**config.mk**
```make
export PLATFORM = sky130hd
export DESIGN_NAME = store_buffer
export DESIGN_NICKNAME = d
export VERILOG_FILES = /design/src/rtl/store_buffer.sv
export SDC_FILE = /design/constraint.sdc
export NUM_CORES = 1
export LEC_CHECK = 0
export CORE_UTILIZATION = 60
export DETAILED_ROUTE_END_ITERATION = 12
export PLACE_DENSITY = 0.84
export SYNTH_ARGS = -nofsm -noshare
export SYNTH_HDL_FRONTEND = slang
export SYNTH_SLANG_ARGS = --single-unit
```
**constraint.sdc**
```tcl
create_clock -name clk -period 9 [get_ports clk]
set_input_delay 1.8 -clock clk [delete_from_list [all_inputs] [get_ports clk]]
set_output_delay 1.8 -clock clk [all_outputs]
set_load 0.005 [all_outputs]
```
**src/rtl/store_buffer.sv**
```systemverilog
// In-order store FIFO between the memory-access stage and data_mem; loads bypass pending stores
// unless they hit one. Define STORE_BUF_FWD_EN to forward exact word hits without draining.
module store_buffer #(
  parameter int DEPTH  = 4,
  parameter int ADDR_W = 32
) (
  input  logic              clk,
  input  logic              rst_n,
  input  logic [ADDR_W-1:0] cpu_addr,
  input  logic [31:0]       cpu_write_data,
  input  logic              cpu_memwrite,
  input  logic              cpu_memread,
  input  logic [3:0]        cpu_sign_mask,
  output logic [31:0]       cpu_read_data,
  output logic              cpu_stall,
  output logic [ADDR_W-1:0] mem_addr,
  output logic [31:0]       mem_write_data,
  output logic              mem_memwrite,
  output logic              mem_memread,
  output logic [3:0]        mem_sign_mask,
  input  logic [31:0]       mem_read_data,
  input  logic              mem_stall
);
  localparam int PW = $clog2(DEPTH);
  localparam int CW = PW + 1;

  typedef enum logic [2:0] {IDLE, ISSUE, WAIT_ACK, WAIT_DONE, GAP} state_t;
  state_t state, state_nx;

  logic [ADDR_W-1:0] q_addr [DEPTH];
  logic [31:0]       q_data [DEPTH];
  logic [3:0]        q_mask [DEPTH];
  logic [DEPTH-1:0]  q_vld;
  logic [PW-1:0]     head, tail;
  logic [CW-1:0]     count;
  logic              cur_load, rd_done;

  logic        full, deq, ld_done, enq, load_raw, load_req, hit, fwd_hit;
  logic [31:0] fwd_data;
  logic [3:0]  fwd_mask;
  logic [1:0]  fwd_alo;
  logic [PW-1:0] idx;

  assign full     = (count == CW'(DEPTH));
  assign deq      = (state == WAIT_DONE) && !mem_stall && !cur_load;
  assign ld_done  = (state == WAIT_DONE) && !mem_stall &&  cur_load;
  assign enq      = cpu_memwrite && (!full || deq);
  // rd_done masks the already-completed load still held on the inputs for one cycle
  assign load_raw = cpu_memread && !cpu_memwrite && !rd_done;

  // Valid entries are contiguous from head, so the last match found is the newest one
  always_comb begin
    hit      = 1'b0;
    fwd_data = '0;
    fwd_mask = '0;
    fwd_alo  = '0;
    idx      = '0;
    for (int k = 0; k < DEPTH; k++) begin
      idx = head + PW'(k);
      if (q_vld[idx] && (q_addr[idx][ADDR_W-1:2] == cpu_addr[ADDR_W-1:2])) begin
        hit      = 1'b1;
        fwd_data = q_data[idx];
        fwd_mask = q_mask[idx];
        fwd_alo  = q_addr[idx][1:0];
      end
    end
  end

`ifdef STORE_BUF_FWD_EN
  assign fwd_hit = load_raw && hit && cpu_sign_mask[2] && (cpu_addr[1:0] == 2'b00) &&
                   fwd_mask[2] && (fwd_alo == 2'b00);
`else
  logic unused_fwd;
  assign unused_fwd = ^{fwd_data, fwd_mask, fwd_alo};
  assign fwd_hit    = 1'b0;
`endif

  assign load_req  = load_raw && !fwd_hit;
  assign cpu_stall = rst_n && ((cpu_memwrite && full && !deq) || load_req);

  always_ff @(posedge clk or negedge rst_n) begin
    if (!rst_n) state <= IDLE;
    else        state <= state_nx;
  end

  always_comb begin
    state_nx = state;
    case (state)
      IDLE:      if (load_req || (count != '0)) state_nx = ISSUE;
      ISSUE:     state_nx = WAIT_ACK;
      WAIT_ACK:  if (mem_stall) state_nx = WAIT_DONE;
      WAIT_DONE: if (!mem_stall) state_nx = GAP;
      GAP:       state_nx = IDLE;
      default:   state_nx = IDLE;
    endcase
  end

  always_ff @(posedge clk or negedge rst_n) begin
    if (!rst_n) begin
      head  <= '0;
      tail  <= '0;
      count <= '0;
      q_vld <= '0;
    end else begin
      if (deq) begin
        q_vld[head] <= 1'b0;
        head        <= head + PW'(1);
      end
      // at full, enqueue reuses the slot being freed, so the set must follow the clear
      if (enq) begin
        q_vld[tail] <= 1'b1;
        tail        <= tail + PW'(1);
      end
      count <= count + CW'(enq) - CW'(deq);
    end
  end

  always_ff @(posedge clk) begin
    if (enq) begin
      q_addr[tail] <= cpu_addr;
      q_data[tail] <= cpu_write_data;
      q_mask[tail] <= cpu_sign_mask;
    end
  end

  always_ff @(posedge clk or negedge rst_n) begin
    if (!rst_n) begin
      cpu_read_data  <= '0;
      mem_addr       <= '0;
      mem_write_data <= '0;
      mem_memwrite   <= 1'b0;
      mem_memread    <= 1'b0;
      mem_sign_mask  <= '0;
      cur_load       <= 1'b0;
      rd_done        <= 1'b0;
    end else begin
      rd_done <= ld_done;
      if (ld_done)      cpu_read_data <= mem_read_data;
      else if (fwd_hit) cpu_read_data <= fwd_data;
      if (state == ISSUE) begin
        // a non-hitting load overtakes queued stores; a hitting load waits for the drain
        if (load_req && !hit) begin
          mem_addr       <= cpu_addr;
          mem_write_data <= '0;
          mem_sign_mask  <= cpu_sign_mask;
          mem_memread    <= 1'b1;
          mem_memwrite   <= 1'b0;
          cur_load       <= 1'b1;
        end else begin
          mem_addr       <= q_addr[head];
          mem_write_data <= q_data[head];
          mem_sign_mask  <= q_mask[head];
          mem_memread    <= 1'b0;
          mem_memwrite   <= 1'b1;
          cur_load       <= 1'b0;
        end
      end else if (state == GAP) begin
        mem_memread  <= 1'b0;
        mem_memwrite <= 1'b0;
      end
    end
  end
endmodule

```
==> results of run 1 <==
cell type report:
class,count,area [µm²],area share [%]
flip-flops and latches,390,11100,49.5
inverters,17,63.8,0.284
clock buffers,64,1150,5.13
multi-input cells,704,7330,32.6
clock inverters,10,114,0.507
well taps,396,495,2.20
repair buffers,222,2190,9.76
logic make-up (layout without fill, tap and decap cells):
family                     Yosys count  after routing
buffers and inverters              113            313
AOI/OAI and AO/OA                  165            165
adders and majority gates           11             11
muxes                              281            281
DFF                                390            390
xor gates and xnor gates           104            104
and+or+nand+nor                    143            143
per-stage QoR:
step | cell area, µm² | std cells | power (mW) | setup WS [ns] | util (%)
2_1_floorplan | 19000 | 1207 | 5.22 | 3.96 | -
3_3_place_gp | 21200 | 1729 | 6.36 | 2.90 | 68.8
3_5_place_dp | 21200 | 1729 | 6.44 | 2.82 | 68.8
4_1_cts | 22500 | 1803 | 8.07 | 2.72 | 72.9
5_1_grt | 22500 | 1803 | 8.42 | 2.35 | 72.9
6_report | 22500 | 1803 | 8.06 | 2.74 | 72.9
state kept, by name (all words and copies together) (netlist names), 4 cells and up:
register	count
q_addr	128
q_data	128
cpu_read_data	32
mem_addr	32
mem_write_data	32
q_mask	16
mem_sign_mask	4
q_vld	4
layer usage:
| layer | GRT usage, % | part of all wire [%] | vias up |
|---|---|---|---|
| li1 | - | - | 5068 |
| met2 | 48.5 | 49 | 681 |
| met3 | 5.23 | 9.3 | 99 |
| met1 | 41.4 | 38 | 6083 |
| met4 | 9.21 | 2.8 | 2 |
| met5 | 0 | 0.027 | - |
report_power, final:
part | leakage, nW | total [mW] | internal (mW) | switching [mW]
Combinational | 3.64 | 3.62 | 1.84 | 1.79
Clock | 0.606 | 1.60 | 0.893 | 0.705
Sequential | 3.89 | 2.84 | 2.46 | 0.379
Total | 8.13 | 8.06 | 5.19 | 2.87
final timing paths:
| check | end | slack (ns) | depth (start not counted) |
|---|---|---|---|
| worst max-delay path | mem_sign_mask[0]$_DFFE_PN0P_ | 2.74 | 10 |
| min in group asynchronous | cpu_read_data[4]$_DFFE_PN0P_ | 1.31 | 1 |
| worst min register to register | cpu_read_data[28]$_DFFE_PN0P_ | 0.50 | 1 |
| max in group asynchronous | mem_addr[11]$_DFFE_PN0P_ | 6.30 | 2 |
| worst max register to register | mem_sign_mask[0]$_DFFE_PN0P_ | 2.74 | 10 |
| worst min-delay path | cpu_read_data[28]$_DFFE_PN0P_ | 0.50 | 1 |
cell usage in the layout (no fill, tap or decap), types with 4 or more instances in the layout:
master	count
a2111oi_0	5
a21o_1	4
a21oi_1	47
a221oi_1	4
a22o_1	33
a22oi_1	5
and2_4	4
buf_4	15
clkbuf_1	19
clkbuf_16	41
clkbuf_8	4
clkdlybuf4s50_1	206
dfrtp_1	116
edfxtp_1	272
ha_1	9
inv_1	16
mux2_2	35
mux2i_1	122
mux4_2	124
nand2_1	32
nand2b_1	5
nand4_1	15
nor2_1	56
nor3_1	6
nor4_1	7
o2111ai_1	5
o211ai_1	6
o21ai_0	27
xnor2_1	73
xor2_1	31
==> flow_summary.yaml, run 1 <==
timing:
  finalHoldViolations: 0
  tns_ns: 0
  max-slew-margin-rel_pct: 21.6
  hold_ws_ns: 0.501
  worst_pin_slew_ns: 1.18
  rsz0062_at_grt: "false"
  final.min_clock_period_ns: 6.26
  finalClockSkew_ns: 0.0328
  timing.final.crit_share_pct: 69.5
  max_freq_mhz: 160
  setup_viol: 0
  slew_viol_final: 0
pwr:
  p_per_area_nw_per_um2: 359
  p_leak_nw: 8.13
  irDropWorstVdd_mv: 0.219
critical_path:
  crit_fanout: 66
  path_class: "reg -> reg"
  cp-end-kind: "flip-flop"
  path_buf_inv: 3
  cp_slowest_stage_delay_ns: 1.03
  crit_path_start_kind: "flip-flop"
  r2r_start: "head[0]$_DFFE_PN0P_"
  crit_start: "head[0]$_DFFE_PN0P_"
  crit_chain: "buf_4 > buf_4 > mux4_2 > xor2_1 > a2111oi_0 > a31oi_1 > nand3_2 > buf_4 > mux2i_1 > a21oi_1"
  cp.required_ns: 9.41
  worstPathArrival_ns: 6.67
  critical_path.top_delay_family: "buffers and inverters"
  cp_common_cell: "buf_4"
  cpMaxStageDelayCell: "dfrtp_4"
final_layout:
  drive_above_1_share_pct: 17.4
  diodes: 0
  fill_cells: 1854
  num-nets-final: 1491
  area_growth_pct: 18.4
cts:
  ctsResizeCount: 0
  clk_pin_slew_ns: 0.06
  root_buffer: "clkbuf_16"
  cts_sinks: 390
  numCtsBuffers: 40
  hold_buffers: 0
  clk_path_buf_depth: 3
  post_cts.repair.setup_buffers: 0
  clock_latency_ns: 0.57
  cts_tree: "yes"
  cts.htree.levels: 2
floorplan:
  io_pins: 208
  rows: 64
  core_area_um2: 30800
  die_x_um: 180
  die_area_um2: 32400
  start_util_pct: 61.6
  die_h_um: 180
global_routing:
  grt_pass1_vias: 11903
  grt_pass1_wl_um: 73000
  grt_max_degree: 73
  antenna_found_initial: 1
  grt.overflow.total: 0
  grt_use_total_pct: 29.8
logic_synthesis:
  syn-cell-area_um2: 19000
  synth_top_family_by_area: "multiplexers"
  ys_seq_area_share_pct: 58.6
  ys_types: 62
  synth_edf_count: 272
  yosys.area.top_type: "edfxtp_1"
  synthMuxAreaShare_pct: 23.2
  ys_warn_count: 0
  synth_simple_gate_area_share_pct: 3.62
  synth.area.top_cells: "edfxtp_1 43%, dfrtp_1 16%, mux4_2 15%"
  synthAdderAreaFrac_pct: 0.764
  synth_flop_cell: "edfxtp_1"
  yosysMostFrequentCell: "edfxtp_1"
  syn_inst: 1207
  synth_compound_area_share_pct: 6.04
  ys_seq_elements: 390
  synth_top_area_share_pct: 43.0
  synth-xor-area-share_pct: 4.80
  syn_nets: 1323
  netlist_top_cells_count: "272 x edfxtp_1, 124 x mux4_2, 122 x mux2i_1"
  syn_avg_cell_area_um2: 15.7
  async_flop_share_pct: 30.3
route:
  postRouteAntennaNets: 0
  totalWireLength_um: 47300
  drtIter0Drc: 1267
  vias_per_cell: 6.62
  drc_errors: 25
  dr.pass1.iters: 9
  vias: 11933
  wl_per_cell_um: 26.2
run_status:
  status: "finished, violations left"
  violations: "design-rule violations"
placed_design:
  port_buffers: 207
  hpwl_um: 30600
  routabilityCongestion: 0.951
worst_hold_path:
  worstHoldPathType: "reg -> reg"
  hp-start: "cpu_read_data[28]$_DFFE_PN0P_"
flow_run:
  cap_viol_max_count: 0
Note: power is estimated with default switching activity, not from simulation.
==> run 2, diff against run 1 <==
- CORE_UTILIZATION: 60 -> 57
- PLACE_DENSITY: 0.84 -> 0.81
- clock period: 9 -> 6 ns (I/O delays scaled with it)
==> flow_summary.yaml, run 2 (same netlist as run 1, synthesis figures left out) <==
route:
  vias_per_cell: 6.35
  postRouteAntennaNets: 0
  dr.pass1.iters: 6
  vias: 11803
  wl_per_cell_um: 26.0
  totalWireLength_um: 48300
  drc_errors: 0
  drtIter0Drc: 1182
timing:
  tns_ns: 0
  setup_ws_ns: 0.832
  finalHoldViolations: 0
  final.min_clock_period_ns: 5.17
  max_freq_mhz: 194
  rsz0062_at_grt: "false"
  slew_viol_final: 0
  setup_viol: 0
  max-slew-margin-rel_pct: 25.6
  worst_pin_slew_ns: 1.12
  finalClockSkew_ns: 0.0118
  timing.final.crit_share_pct: 86.1
global_routing:
  grt_use_met2_pct: 47.5
  met1_usage_pct: 39.2
  antenna_found_initial: 3
  grt.busiest_layer: "met2"
  grt_max_degree: 154
  grt.overflow.total: 0
  grt_pass1_wl_um: 72300
  grt_pass1_vias: 11830
  met3_usage_pct: 4.78
  grt_use_total_pct: 28.9
placed_design:
  port_buffers: 207
  place_ws_ns: 0.932
  routabilityCongestion: 1.01
  hpwl_um: 31900
cts:
  hold_buffers: 0
  post_cts.repair.setup_buffers: 0
  cts_tree: "yes"
  cts.htree.levels: 2
  root_buffer: "clkbuf_16"
  clk_pin_slew_ns: 0.06
  cts_sinks: 390
  clock_latency_ns: 0.54
  clk_path_buf_depth: 3
  ctsResizeCount: 0
  numCtsBuffers: 39
floorplan:
  core_area_um2: 32600
  die_x_um: 185
  io_pins: 208
  die_area_um2: 34000
  die_h_um: 185
  start_util_pct: 58.2
  rows: 66
critical_path:
  critical_path.top_delay_family: "simple AND/OR/NAND/NOR gates"
  worstPathArrival_ns: 5.56
  path_buf_inv: 2
  cpMaxStageDelayCell: "mux4_2"
  cp.required_ns: 6.39
  cp_slowest_stage_delay_ns: 0.68
  crit_fanout: 153
  path_class: "reg -> reg"
  crit_path_start_kind: "flip-flop"
  cp-end-kind: "flip-flop"
  crit_chain: "buf_12 > mux4_2 > xnor2_1 > nand4_1 > nor3_1 > o2111a_1 > a22oi_1 > nand3_2 > buf_4 > mux2i_1 > a21oi_1"
pwr:
  p_leak_nw: 8.16
  irDropWorstVdd_mv: 0.448
  p_per_area_nw_per_um2: 531
final_layout:
  area_growth_pct: 18.8
  reg_top3: "q_addr (128), q_data (128)"
  layout_common_cells: "272 x edfxtp_1, 206 x clkdlybuf4s50_1, 124 x mux4_2"
  num-nets-final: 1501
  multiInputGateArea_um2: 7330
  fill_cells: 2117
  layout_commonest_cell: "edfxtp_1"
  seq_area_um2: 11100
  drive_above_1_share_pct: 17.6
worst_hold_path:
  worstHoldPathType: "reg -> reg"
run_status:
  status: "finished, final reports clean"
flow_run:
  cap_viol_max_count: 0
run 2: path summary, 6_finish.rpt:
path | end | from | depth (start not counted) | slack (ns)
setup / recovery | mem_addr[28]$_DFFE_PN0P_ | head[0]$_DFFE_PN0P_ | 11 | 0.83
hold / removal | cpu_read_data[16]$_DFFE_PN0P_ | cpu_read_data[16]$_DFFE_PN0P_ | 1 | 0.50
setup reg to reg | mem_addr[28]$_DFFE_PN0P_ | head[0]$_DFFE_PN0P_ | 11 | 0.83
hold reg to reg | cpu_read_data[16]$_DFFE_PN0P_ | cpu_read_data[16]$_DFFE_PN0P_ | 1 | 0.50
max in group asynchronous | head[1]$_DFFE_PN0P_ | rst_n | 2 | 4.41
min in group asynchronous | mem_write_data[28]$_DFFE_PN0P_ | rst_n | 1 | 0.51
run 2: area by class of cell:
cell class / count / share of cell area, %
Antenna cell: 3 / 0.0333
Clock buffer: 62 / 4.89
Clock inverter: 8 / 0.255
Inverter: 17 / 0.283
Multi-Input combinational cell: 704 / 32.5
Sequential cell: 390 / 49.3
Tap cell: 442 / 2.45
Timing Repair Buffer: 233 / 10.3
run 2: layer usage:
layer  up-vias  share of wire (%)
met5         -                  0
met4         0                3.7
met3       100                7.9
met2       600                 49
met1      6010                 39
li1       5093                  -
run 2: stage by stage:
step	utilization (%)	cells	power, mW	hold slack, ns	cell area, µm²
finish	69.2	1859	12.0	0.502	22600
global route	69.1	1858	12.5	0.508	22600
CTS	69.1	1856	12.0	0.501	22500
detailed placement	65.6	1786	9.72	0.491	21400
global placement	65.6	1786	9.62	0.486	21400
floorplan	-	1207	7.84	0.469	19000
run 2: where the power goes:
group | switching, mW | total (mW) | leakage, nW | internal [mW]
Clock | 0.987 | 2.25 | 0.560 | 1.27
Combinational | 2.78 | 5.59 | 3.71 | 2.81
Sequential | 0.459 | 4.14 | 3.89 | 3.68
